===== src/rtl/ex_mul_div_unit_pkg.sv =====
// Shared definitions for the EX-stage multiply/divide unit: operation and
// FSM encodings plus the decode constants that map ALU funct codes onto Op.
package ex_mul_div_unit_pkg;

    // Operation select driven by the ID/EX register.
    typedef enum logic [1:0] {
        OP_MULT  = 2'b00,
        OP_MULTU = 2'b01,
        OP_DIV   = 2'b10,
        OP_DIVU  = 2'b11
    } md_op_e;

    // Sequencer states.
    typedef enum logic [1:0] {
        ST_IDLE = 2'd0,
        ST_RUN  = 2'd1,
        ST_FIX  = 2'd2
    } md_state_e;

    // R-type funct codes handled by this unit.
    localparam logic [5:0] FUNCT_MFHI  = 6'h10;
    localparam logic [5:0] FUNCT_MTHI  = 6'h11;
    localparam logic [5:0] FUNCT_MFLO  = 6'h12;
    localparam logic [5:0] FUNCT_MTLO  = 6'h13;
    localparam logic [5:0] FUNCT_MULT  = 6'h18;
    localparam logic [5:0] FUNCT_MULTU = 6'h19;
    localparam logic [5:0] FUNCT_DIV   = 6'h1A;
    localparam logic [5:0] FUNCT_DIVU  = 6'h1B;

    // True for the four funct codes that launch an iterative operation.
    function automatic logic is_mul_div_funct(input logic [5:0] funct);
        return (funct[5:2] == FUNCT_MULT[5:2]);
    endfunction

    // The Op encoding was chosen to equal the low two funct bits, so the
    // EX decode only has to forward them.
    function automatic md_op_e funct_to_op(input logic [5:0] funct);
        return md_op_e'(funct[1:0]);
    endfunction

endpackage


===== src/rtl/ex_mul_div_unit_sign_fix.sv =====
// Combinational sign handling shared by operand preparation (magnitudes and
// sign flags on Start) and the final correction applied in FIX.
module mul_div_sign_fix
    import ex_mul_div_unit_pkg::*;
#(
    parameter int DATA_WIDTH = 32
) (
    input  logic                  op_signed,
    input  logic [DATA_WIDTH-1:0] a_in,
    input  logic [DATA_WIDTH-1:0] b_in,
    output logic [DATA_WIDTH-1:0] a_mag,
    output logic [DATA_WIDTH-1:0] b_mag,
    output logic                  a_neg,
    output logic                  b_neg,
    input  logic                  is_div,
    input  logic                  div_zero,
    input  logic                  neg_a_q,
    input  logic                  neg_b_q,
    input  logic [DATA_WIDTH-1:0] raw_a,
    input  logic [DATA_WIDTH-1:0] res_hi,
    input  logic [DATA_WIDTH-1:0] res_lo,
    output logic [DATA_WIDTH-1:0] fix_hi,
    output logic [DATA_WIDTH-1:0] fix_lo
);

    logic [2*DATA_WIDTH-1:0] product;
    logic [2*DATA_WIDTH-1:0] product_neg;

    // Operand magnitudes; unsigned ops never report a negative operand.
    always_comb begin
        a_neg = op_signed & a_in[DATA_WIDTH-1];
        b_neg = op_signed & b_in[DATA_WIDTH-1];
        a_mag = a_neg ? -a_in : a_in;
        b_mag = b_neg ? -b_in : b_in;
    end

    // Final HI/LO: divide-by-zero passthrough, signed quotient/remainder,
    // or a full-width negated product when the operand signs differ.
    always_comb begin
        product     = {res_hi, res_lo};
        product_neg = -product;
        fix_hi      = res_hi;
        fix_lo      = res_lo;
        if (is_div) begin
            if (div_zero) begin
                fix_hi = raw_a;
                fix_lo = '1;
            end else begin
                fix_lo = (neg_a_q ^ neg_b_q) ? -res_lo : res_lo;
                fix_hi = neg_a_q ? -res_hi : res_hi;
            end
        end else if (neg_a_q ^ neg_b_q) begin
            fix_hi = product_neg[2*DATA_WIDTH-1:DATA_WIDTH];
            fix_lo = product_neg[DATA_WIDTH-1:0];
        end
    end

endmodule


===== src/rtl/ex_mul_div_unit.sv =====
// Iterative MULT/MULTU/DIV/DIVU unit for the EX stage. One shift-add or
// restoring-divide step per cycle on operand magnitudes, sign fix in FIX,
// plus MTHI/MTLO writes while idle. Busy drives the hazard unit stall.
module ex_mul_div_unit
    import ex_mul_div_unit_pkg::*;
#(
    parameter int DATA_WIDTH = 32,
    parameter int CNT_WIDTH  = 6
) (
    input  logic                  Clk,
    input  logic                  Reset,
    input  logic                  Start,
    input  logic [1:0]            Op,
    input  logic [DATA_WIDTH-1:0] OperandA,
    input  logic [DATA_WIDTH-1:0] OperandB,
    input  logic                  Flush,
    input  logic                  WriteHi,
    input  logic                  WriteLo,
    input  logic [DATA_WIDTH-1:0] WriteData,
    output logic                  Busy,
    output logic                  Done,
    output logic [DATA_WIDTH-1:0] Hi,
    output logic [DATA_WIDTH-1:0] Lo
);

    md_op_e                op_in;
    logic                  in_signed;
    logic                  in_div;

    md_state_e             state;
    md_state_e             state_next;
    logic                  busy_q;
    logic                  busy_next;
    logic                  done_q;
    logic                  done_next;
    logic                  load_ops;
    logic                  do_step;
    logic                  write_result;
    logic                  last_step;

    md_op_e                op_q;
    logic                  is_div_q;
    logic [CNT_WIDTH-1:0]  count;
    logic [DATA_WIDTH-1:0] work_hi;
    logic [DATA_WIDTH-1:0] work_lo;
    logic [DATA_WIDTH-1:0] operand_b;
    logic [DATA_WIDTH-1:0] raw_a;
    logic                  neg_a_q;
    logic                  neg_b_q;
    logic                  div_zero_q;

    logic [DATA_WIDTH-1:0] a_mag;
    logic [DATA_WIDTH-1:0] b_mag;
    logic                  a_neg;
    logic                  b_neg;
    logic [DATA_WIDTH-1:0] fix_hi;
    logic [DATA_WIDTH-1:0] fix_lo;

    logic [DATA_WIDTH:0]   add_sum;
    logic [DATA_WIDTH:0]   div_shift;
    logic [DATA_WIDTH+1:0] div_diff;
    logic [DATA_WIDTH-1:0] step_hi;
    logic [DATA_WIDTH-1:0] step_lo;

    logic [DATA_WIDTH-1:0] hi_q;
    logic [DATA_WIDTH-1:0] lo_q;

    assign op_in     = md_op_e'(Op);
    assign in_signed = (op_in == OP_MULT) || (op_in == OP_DIV);
    assign in_div    = (op_in == OP_DIV) || (op_in == OP_DIVU);
    assign is_div_q  = (op_q == OP_DIV) || (op_q == OP_DIVU);
    assign last_step = (count == CNT_WIDTH'(DATA_WIDTH - 1));

    assign Busy = busy_q;
    assign Done = done_q;
    assign Hi   = hi_q;
    assign Lo   = lo_q;

    mul_div_sign_fix #(
        .DATA_WIDTH(DATA_WIDTH)
    ) u_sign_fix (
        .op_signed (in_signed),
        .a_in      (OperandA),
        .b_in      (OperandB),
        .a_mag     (a_mag),
        .b_mag     (b_mag),
        .a_neg     (a_neg),
        .b_neg     (b_neg),
        .is_div    (is_div_q),
        .div_zero  (div_zero_q),
        .neg_a_q   (neg_a_q),
        .neg_b_q   (neg_b_q),
        .raw_a     (raw_a),
        .res_hi    (work_hi),
        .res_lo    (work_lo),
        .fix_hi    (fix_hi),
        .fix_lo    (fix_lo)
    );

    // State, Busy and Done registers; Busy mirrors the next state so it is
    // already high in the first RUN cycle.
    always_ff @(posedge Clk) begin
        if (!Reset) begin
            state  <= ST_IDLE;
            busy_q <= 1'b0;
            done_q <= 1'b0;
        end else begin
            state  <= state_next;
            busy_q <= busy_next;
            done_q <= done_next;
        end
    end

    // Next-state and control: Start only counts in IDLE without Flush,
    // Flush abandons RUN or FIX without touching HI/LO.
    always_comb begin
        state_next   = state;
        done_next    = 1'b0;
        load_ops     = 1'b0;
        do_step      = 1'b0;
        write_result = 1'b0;
        case (state)
            ST_IDLE: begin
                if (Start && !Flush) begin
                    state_next = ST_RUN;
                    load_ops   = 1'b1;
                end
            end
            ST_RUN: begin
                if (Flush) begin
                    state_next = ST_IDLE;
                end else begin
                    do_step = 1'b1;
                    if (last_step) begin
                        state_next = ST_FIX;
                    end
                end
            end
            ST_FIX: begin
                state_next = ST_IDLE;
                if (!Flush) begin
                    write_result = 1'b1;
                    done_next    = 1'b1;
                end
            end
            default: begin
                state_next = ST_IDLE;
            end
        endcase
        busy_next = (state_next != ST_IDLE);
    end

    // One iteration: multiply keeps the multiplier in work_lo and shifts the
    // partial product right; divide shifts the dividend out of work_lo into
    // the remainder in work_hi and shifts quotient bits in.
    always_comb begin
        add_sum   = {1'b0, work_hi} + (work_lo[0] ? {1'b0, operand_b} : '0);
        div_shift = {work_hi, work_lo[DATA_WIDTH-1]};
        div_diff  = {1'b0, div_shift} - {2'b00, operand_b};
        step_hi   = add_sum[DATA_WIDTH:1];
        step_lo   = {add_sum[0], work_lo[DATA_WIDTH-1:1]};
        if (is_div_q) begin
            step_hi = div_diff[DATA_WIDTH+1] ? div_shift[DATA_WIDTH-1:0]
                                             : div_diff[DATA_WIDTH-1:0];
            step_lo = {work_lo[DATA_WIDTH-2:0], ~div_diff[DATA_WIDTH+1]};
        end
    end

    // Working registers: latch magnitudes and sign flags on Start, then
    // advance one step per RUN cycle.
    always_ff @(posedge Clk) begin
        if (!Reset) begin
            op_q       <= OP_MULT;
            count      <= '0;
            work_hi    <= '0;
            work_lo    <= '0;
            operand_b  <= '0;
            raw_a      <= '0;
            neg_a_q    <= 1'b0;
            neg_b_q    <= 1'b0;
            div_zero_q <= 1'b0;
        end else if (load_ops) begin
            op_q       <= op_in;
            count      <= '0;
            work_hi    <= '0;
            work_lo    <= in_div ? a_mag : b_mag;
            operand_b  <= in_div ? b_mag : a_mag;
            raw_a      <= OperandA;
            neg_a_q    <= a_neg;
            neg_b_q    <= b_neg;
            div_zero_q <= in_div && (OperandB == '0);
        end else if (do_step) begin
            count   <= count + CNT_WIDTH'(1);
            work_hi <= step_hi;
            work_lo <= step_lo;
        end
    end

    // Architectural HI/LO: operation result in FIX, MTHI/MTLO only in IDLE.
    always_ff @(posedge Clk) begin
        if (!Reset) begin
            hi_q <= '0;
            lo_q <= '0;
        end else if (write_result) begin
            hi_q <= fix_hi;
            lo_q <= fix_lo;
        end else if (state == ST_IDLE) begin
            if (WriteHi) begin
                hi_q <= WriteData;
            end
            if (WriteLo) begin
                lo_q <= WriteData;
            end
        end
    end

endmodule


===== config.mk =====
export PLATFORM = sky130hd
export DESIGN_NAME = ex_mul_div_unit
export DESIGN_NICKNAME = d
export VERILOG_FILES = /design/src/rtl/ex_mul_div_unit_pkg.sv /design/src/rtl/ex_mul_div_unit_sign_fix.sv /design/src/rtl/ex_mul_div_unit.sv
export SDC_FILE = /design/constraint.sdc
export NUM_CORES = 1
export LEC_CHECK = 0
export CORE_ASPECT_RATIO = 0.6
export CORE_UTILIZATION = 45
export CTS_CLUSTER_SIZE = 16
export DETAILED_ROUTE_END_ITERATION = 10
export DONT_BUFFER_PORTS = 1
export HOLD_SLACK_MARGIN = 0.1
export PLACE_DENSITY_LB_ADDON = 0.25
export SETUP_SLACK_MARGIN = 0.05
export SYNTH_ARGS = -nofsm -noshare
export SYNTH_HDL_FRONTEND = slang
export SYNTH_SLANG_ARGS = --single-unit

===== constraint.sdc =====
create_clock -name Clk -period 9.82 [get_ports Clk]
set_input_delay 1.964 -clock Clk [delete_from_list [all_inputs] [get_ports Clk]]
set_output_delay 1.964 -clock Clk [all_outputs]
set_load 0.005 [all_outputs]

==> results of run 1 <==
-- per-stage QoR --
step	power (mW)	hold slack (ns)	util	setup WS [ns]	cells
2_1_floorplan	1.358	0.4313	-	5.084	2344
3_3_place_gp	1.514	0.4508	0.4688	4.526	2700
3_5_place_dp	1.522	0.4563	0.4688	4.431	2700
4_1_cts	2.409	0.4648	0.4890	4.974	2737
5_1_grt	2.515	0.4913	0.4890	4.818	2737
6_report	2.430	0.4665	0.4890	4.823	2738
-- critical path, cell delays in order --
cell,delay [ns]
or4_1,0.56
nor4_1,0.67
nand3_1,0.28
or3_1,0.39
nor3b_1,0.81
a21oi_1,0.20
xnor2_1,0.24
a211oi_1,0.10
o21a_1,0.19
-- logic make-up (layout without fill, tap and decap cells) --
kind of cell / count (synthesis) / after routing / synth area share
xor+xnor: 203 / 203 / 0.1045
simple gates: 786 / 786 / 0.2101
other cells: 0 / 1 / 0
mux: 102 / 102 / 0.06260
fa+ha+maj: 71 / 71 / 0.05311
buf+inv: 253 / 142 / 0.05612
compound gates: 723 / 723 / 0.2711
flops: 206 / 206 / 0.2424
-- routing by layer --
layer | routed length, um | track usage | vias up
met5 | 27 | 0 | -
met3 | 11740 | 0.1647 | 80
li1 | - | - | 8097
met4 | 1381 | 0.06609 | 4
met2 | 25310 | 0.4413 | 1043
met1 | 30550 | 0.5026 | 8335
-- cell usage in the layout (no fill, tap or decap), drive strengths merged, types with 57 or more instances in the layout --
master | netlist | final
ha | 69 | 69
nand3 | 63 | 63
o21ai | 172 | 172
dfxtp | 206 | 206
inv | 76 | 77
o211ai | 57 | 57
a21oi | 196 | 196
nor2 | 186 | 186
a21boi | 65 | 65
mux2i | 67 | 67
xor2 | 84 | 84
xnor2 | 119 | 119
nand2 | 343 | 343
-- Yosys cell counts, drive strengths merged, types with 7 or more instances --
cell      n
nand2   343
dfxtp   206
a21oi   196
nor2    186
o21ai   172
clkbuf  158
xnor2   119
xor2     84
inv      76
ha       69
mux2i    67
a21boi   65
nand3    63
o211ai   57
a21o     42
mux2     35
nor3     33
a31oi    29
nor4     26
o31ai    22
or3      20
or4      20
a211oi   19
and2     19
buf      19
nand4    15
o21a     14
nor2b    13
o41ai    13
nand2b   12
o22ai    12
and3     10
nor3b    10
o221ai   10
a221oi    7
o31a      7
-- flip-flops by register name, indices dropped and copies added (netlist names), 2 cells and up --
name       count
operand_b     32
work_hi       32
count          6
Lo            32
raw_a         32
Hi            32
work_lo       32
state          2
-- final timing paths --
| path | to | slack [ns] | cells past startpoint |
|---|---|---|---|
| worst max-delay path | operand_b[24] | 4.82 | 9 |
| worst min-delay path | raw_a[18] | 0.47 | 2 |
| worst max register to register | work_hi[27] | 5.25 | 10 |
| worst min register to register | raw_a[18] | 0.47 | 2 |
-- area by class of cell --
class | count | area [sq um] | area share
timing repair buffer | 29 | 217.7 | 0.01211
inverter | 76 | 285.3 | 0.01587
sequential | 206 | 4128 | 0.2296
clock inverter | 11 | 156.4 | 0.008701
multi-input combinational | 1885 | 11970 | 0.6659
antenna | 1 | 2.502 | 0.0001392
tap | 504 | 630.6 | 0.03508
clock buffer | 26 | 585.6 | 0.03258
-- power breakdown --
| group | switching (mW) | total, mW | internal (mW) | leakage (nW) |
|---|---|---|---|---|
| logic | 0.366 | 0.582 | 0.216 | 5.03 |
| registers | 0.0705 | 0.949 | 0.879 | 1.68 |
| clock network | 0.391 | 0.899 | 0.508 | 0.354 |
==> impl_metrics.csv, run 1 <==
group,metric,value,unit
timing,worst_slew_pin_slew,1.156,ns
clock_network,cts_tree,"yes",
yosys,synthArstFlopShare,0,
yosys,synth-seq-cells,206,
run,drv_cap,0,
setup_path,crit_fanout,6,
yosys,synthTopCellsByArea,"dfxtp_1, nand2_1, xnor2_1",
yosys,syn_inst,2344,
timing,rsz0062_at_grt,"false",
timing,fin_crit,4.997,ns
timing,hold_viol,0,
layout,fillerInstances,3687,
detailed_routing,wl_per_cell,25.20,um
yosys,syn_area,0.01701,sq mm
layout,final_area,0.01797,sq mm
power,p_per_area,135.2,mW/mm^2
floorplanning,initial_utilization,0.4628,
timing,fmax,200.1,MHz
detailed_routing,first_pass_iters,5,
layout,finalNetCount,2395,
setup_path,endpoint_kind,"register",
floorplanning,core-area,0.03676,sq mm
clock_network,clkTransAtPathRegs,0.07,ns
floorplanning,std_cell_rows,54,
yosys,synth.avg_cell_area,7.257,sq um
timing,post-route-period-util,0.5088,
yosys,synth_top_area_cell,"dfxtp_1",
setup_path,crit_start,"OperandA[10]",
clock_network,htree_levels,1,
detailed_routing,ant_nets,0,
clock_network,cts_buffers,22,
clock_network,clk_latency,0.57,ns
clock_network,cts_root_buffer,"clkbuf_16",
clock_network,postCtsSetupRepairBufs,0,
detailed_routing,vias,17559,
placed_design,io_buffers,0,
setup_path,cp-start-kind,"input port",
placed_design,dpl.hpwl,52540,um
yosys,ys.flop_type,"dfxtp_1",
timing,max_slew_margin,0.2296,
detailed_routing,wirelength,69010,um
layout,area_delta_synth_final,5.671,%
yosys,yosysUniqueCellTypes,77,
layout,drive_gt1_frac,0.05553,
global_route,gr-total-overflow,0,
clock_network,cts.path.max_buffers,3,
min_path,min-delay-start,"raw_a[18]",
yosys,synth.top_cell.area_share,0.2424,
placed_design,place.gp.congestion,0.9925,
detailed_routing,drcViolationCount,0,
clock_network,cts_sinks,206,
timing,setup_viol,0,
power,vdd_drop_max,124.8,uV
placed_design,place_area,0.01723,sq mm
yosys,synth_edf_count,0,
floorplanning,die_y,152.6,um
min_path,hold_path_class,"reg -> reg",
global_route,grt_pass1_vias,15475,
power,p_leak,7.073,nW
yosys,ys_warn_count,0,
floorplanning,fp.dieArea,0.03861,sq mm
setup_path,cp.required,10.25,ns
detailed_routing,drt-vias-per-instance,6.413,
clock_network,post_cts_resized,0,
clock_network,ctsHoldBuffers,0,
run_status,status,"finished, final reports clean",
floorplanning,io_pins,170,
global_route,grt_antenna_before_repair,2,
setup_path,arrival,5.42,ns
yosys,postSynthNetCount,2519,
setup_path,path_class,"in -> reg",
global_route,grt_pass1_wl,99690,um
global_route,grt_max_degree,161,
yosys,yosysSeqAreaShare,0.2424,
global_route,grt_usage,0.3427,
timing,finalSetupTns,0,ns
timing,skew,0.05006,ns
detailed_routing,initialDrtViolationCount,2233,
setup_path,r2r-start,"work_hi[6]",
floorplanning,fp.dieW,253,um
timing,slew_violations,0,
Note: power is estimated with default switching activity, not from simulation.
==> inputs of run 2 (changes only) <==
Clock period 9.82 ns to 5.2 ns, I/O delays scaled along.
==> run 2 against run 1 <==
  * Register-to-register slack got worse by 4.2 ns
  * Clock power is 110% higher
  * Sequential share of layout area down 0.22 points
  * Die area did not move
  * Power increased by 96%
  * Worst setup slack got worse by 3.8 ns
  * Critical path depth up 4
  * Non-clock buffer count increased by 4
  * Largest power group is now clock
  * Highest routed layer unchanged
==> impl_metrics.csv, run 2 (same netlist as run 1, synthesis figures left out) <==
group,metric,value,unit
power,p_per_area,262.2,mW/mm^2
timing,rsz0062_at_grt,"false",
global_route,grt_usage,0.3457,
run_status,status,"finished, final reports clean",
clock_network,cts_root_buffer,"clkbuf_16",
timing,max_slew_margin,0.2367,
floorplanning,std_cell_rows,54,
setup_path,endpoint_kind,"register",
layout,finish.utilization,0.4937,
setup_path,rrSetupSlack,1.05,ns
timing,slew_violations,0,
global_route,grt_pass1_wl,101300,um
floorplanning,initial_utilization,0.4628,
setup_path,worst_path_largest_cell_delay,0.58,ns
detailed_routing,drt-vias-per-instance,6.336,
setup_path,r2r-start,"work_lo[0]",
timing,setup_viol,0,
min_path,min-delay-start,"operand_b[16]",
layout,antenna_cells,0,
floorplanning,io_pins,170,
layout,area_delta_synth_final,6.679,%
clock_network,ctsHoldBuffers,0,
layout,final_area,0.01815,sq mm
setup_path,ff2ff_path_depth,13,
placed_design,detailedPlace.worstSlack,0.9768,ns
timing,skew,0.02955,ns
timing,worst_slack,1.055,ns
clock_network,clk_latency,0.55,ns
setup_path,timing.rr.end,"work_hi[24]",
timing,fin_crit,4.145,ns
layout,finalNetCount,2400,
timing,post-route-period-util,0.7971,
timing,fmax,241.3,MHz
floorplanning,core-area,0.03676,sq mm
power,vdd_drop_max,212.5,uV
floorplanning,fp.dieW,253,um
timing,finalSetupTns,0,ns
clock_network,postCtsSetupRepairBufs,0,
clock_network,clkTransAtPathRegs,0.07,ns
run,drv_cap,0,
clock_network,cts_tree,"yes",
min_path,hold_path_class,"reg -> reg",
global_route,grt_max_degree,161,
timing,hold_viol,0,
clock_network,cts.path.max_buffers,3,
timing,worst_slew_pin_slew,1.142,ns
power,p_leak,7.174,nW
setup_path,worstPathCellList,"inv_1 > buf_12 > nor2_1 > ha_1 > a21oi_1 > o211ai_1 > a221oi_1 > o31ai_1 > a211oi_1 > o31a_1 > o21bai_1 > xor2_1 > a221o_1",
global_route,gr-total-overflow,0,
setup_path,cp-start-kind,"register",
clock_network,post_cts_resized,0,
layout,drive_gt1_frac,0.05932,
detailed_routing,initialDrtViolationCount,2312,
setup_path,arrival,4.56,ns
global_route,grt_pass1_vias,15671,
layout,final_common_cell,"nand2_1",
setup_path,critPathSlowestCell,"a211oi_1",
placed_design,dpl.hpwl,53080,um
setup_path,crit_start,"work_lo[0]",
placed_design,place_area,0.01730,sq mm
layout,multi_input_area,0.01197,sq mm
setup_path,cp.required,5.61,ns
clock_network,cts_sinks,206,
detailed_routing,wirelength,68810,um
placed_design,io_buffers,0,
detailed_routing,vias,17399,
layout,fillerInstances,3738,
setup_path,path_class,"reg -> reg",
min_path,hold_end,"operand_b[16]",
floorplanning,fp.dieArea,0.03861,sq mm
floorplanning,die_y,152.6,um
clock_network,cts_buffers,23,
detailed_routing,first_pass_iters,5,
layout,layout.area.seq,0.004128,sq mm
detailed_routing,ant_nets,0,
global_route,grt_antenna_before_repair,3,
placed_design,place.gp.congestion,0.9992,
min_path,hold_depth,2,
layout,final_cell_mix,"nand2_1, dfxtp_1, a21oi_1, nor2_1, o21ai_0",
clock_network,htree_levels,1,
detailed_routing,drcViolationCount,0,
detailed_routing,wl_per_cell,25.06,um
setup_path,crit_fanout,23,
==> run 2: changes by cell type in the layout (fill, tap and decap cells not counted), moves of 2 or more <==
cell        delta
buf_12         +3
clkbuf_8       +3
clkinvlp_4     -3
bufinv_16      +2
clkinv_2       +2
==> run 2: layout make-up <==
cell class                 instances  area share
multi-input combinational       1885      0.6596
sequential                       206      0.2275
clock buffer                      30     0.03592
tap                              504     0.03475
timing repair buffer              33     0.01572
inverter                          76     0.01572
clock inverter                    12     0.01083
==> run 2: stage by stage <==
step / instances / hold slack, ns / total power [mW]
floorplan: 2344 / 0.4313 / 2.565
global placement: 2704 / 0.4437 / 2.855
CTS: 2746 / 0.4659 / 4.727
detailed placement: 2704 / 0.4570 / 2.865
finish: 2746 / 0.4693 / 4.757
global route: 2746 / 0.4964 / 4.923
==> run 2: power breakdown <==
part           switching [mW]  internal (mW)
clock network           0.745           1.14
logic                   0.679          0.414
registers               0.123           1.66
==> run 2: per-layer routing <==
layer | part of all wire | vias to the layer above | track usage
li1 | - | 8094 | -
met3 | 0.15 | 87 | 0.1440
met2 | 0.36 | 951 | 0.4392
met5 | 0.00019 | - | 0
met4 | 0.023 | 2 | 0.07532
met1 | 0.46 | 8265 | 0.5223
==> run 2: how the worst max path moves through the flow <==
stage / to / cells after the start
after floorplan: operand_b[30] / 11
after global placement: operand_b[24] / 9
after detailed placement: work_lo[26] / 9
after CTS: work_hi[24] / 13
after global routing: work_hi[24] / 13
final: work_hi[24] / 13
==> run 2: worst max-delay path, delay by kind of cell, from the launching register on <==
kind	cells	cell delay [ns]
compound gates	8	2.29
buf+inv	2	0.72
flops	1	0.40
fa+ha+maj	1	0.39
xor+xnor	1	0.15
simple gates	1	0.06
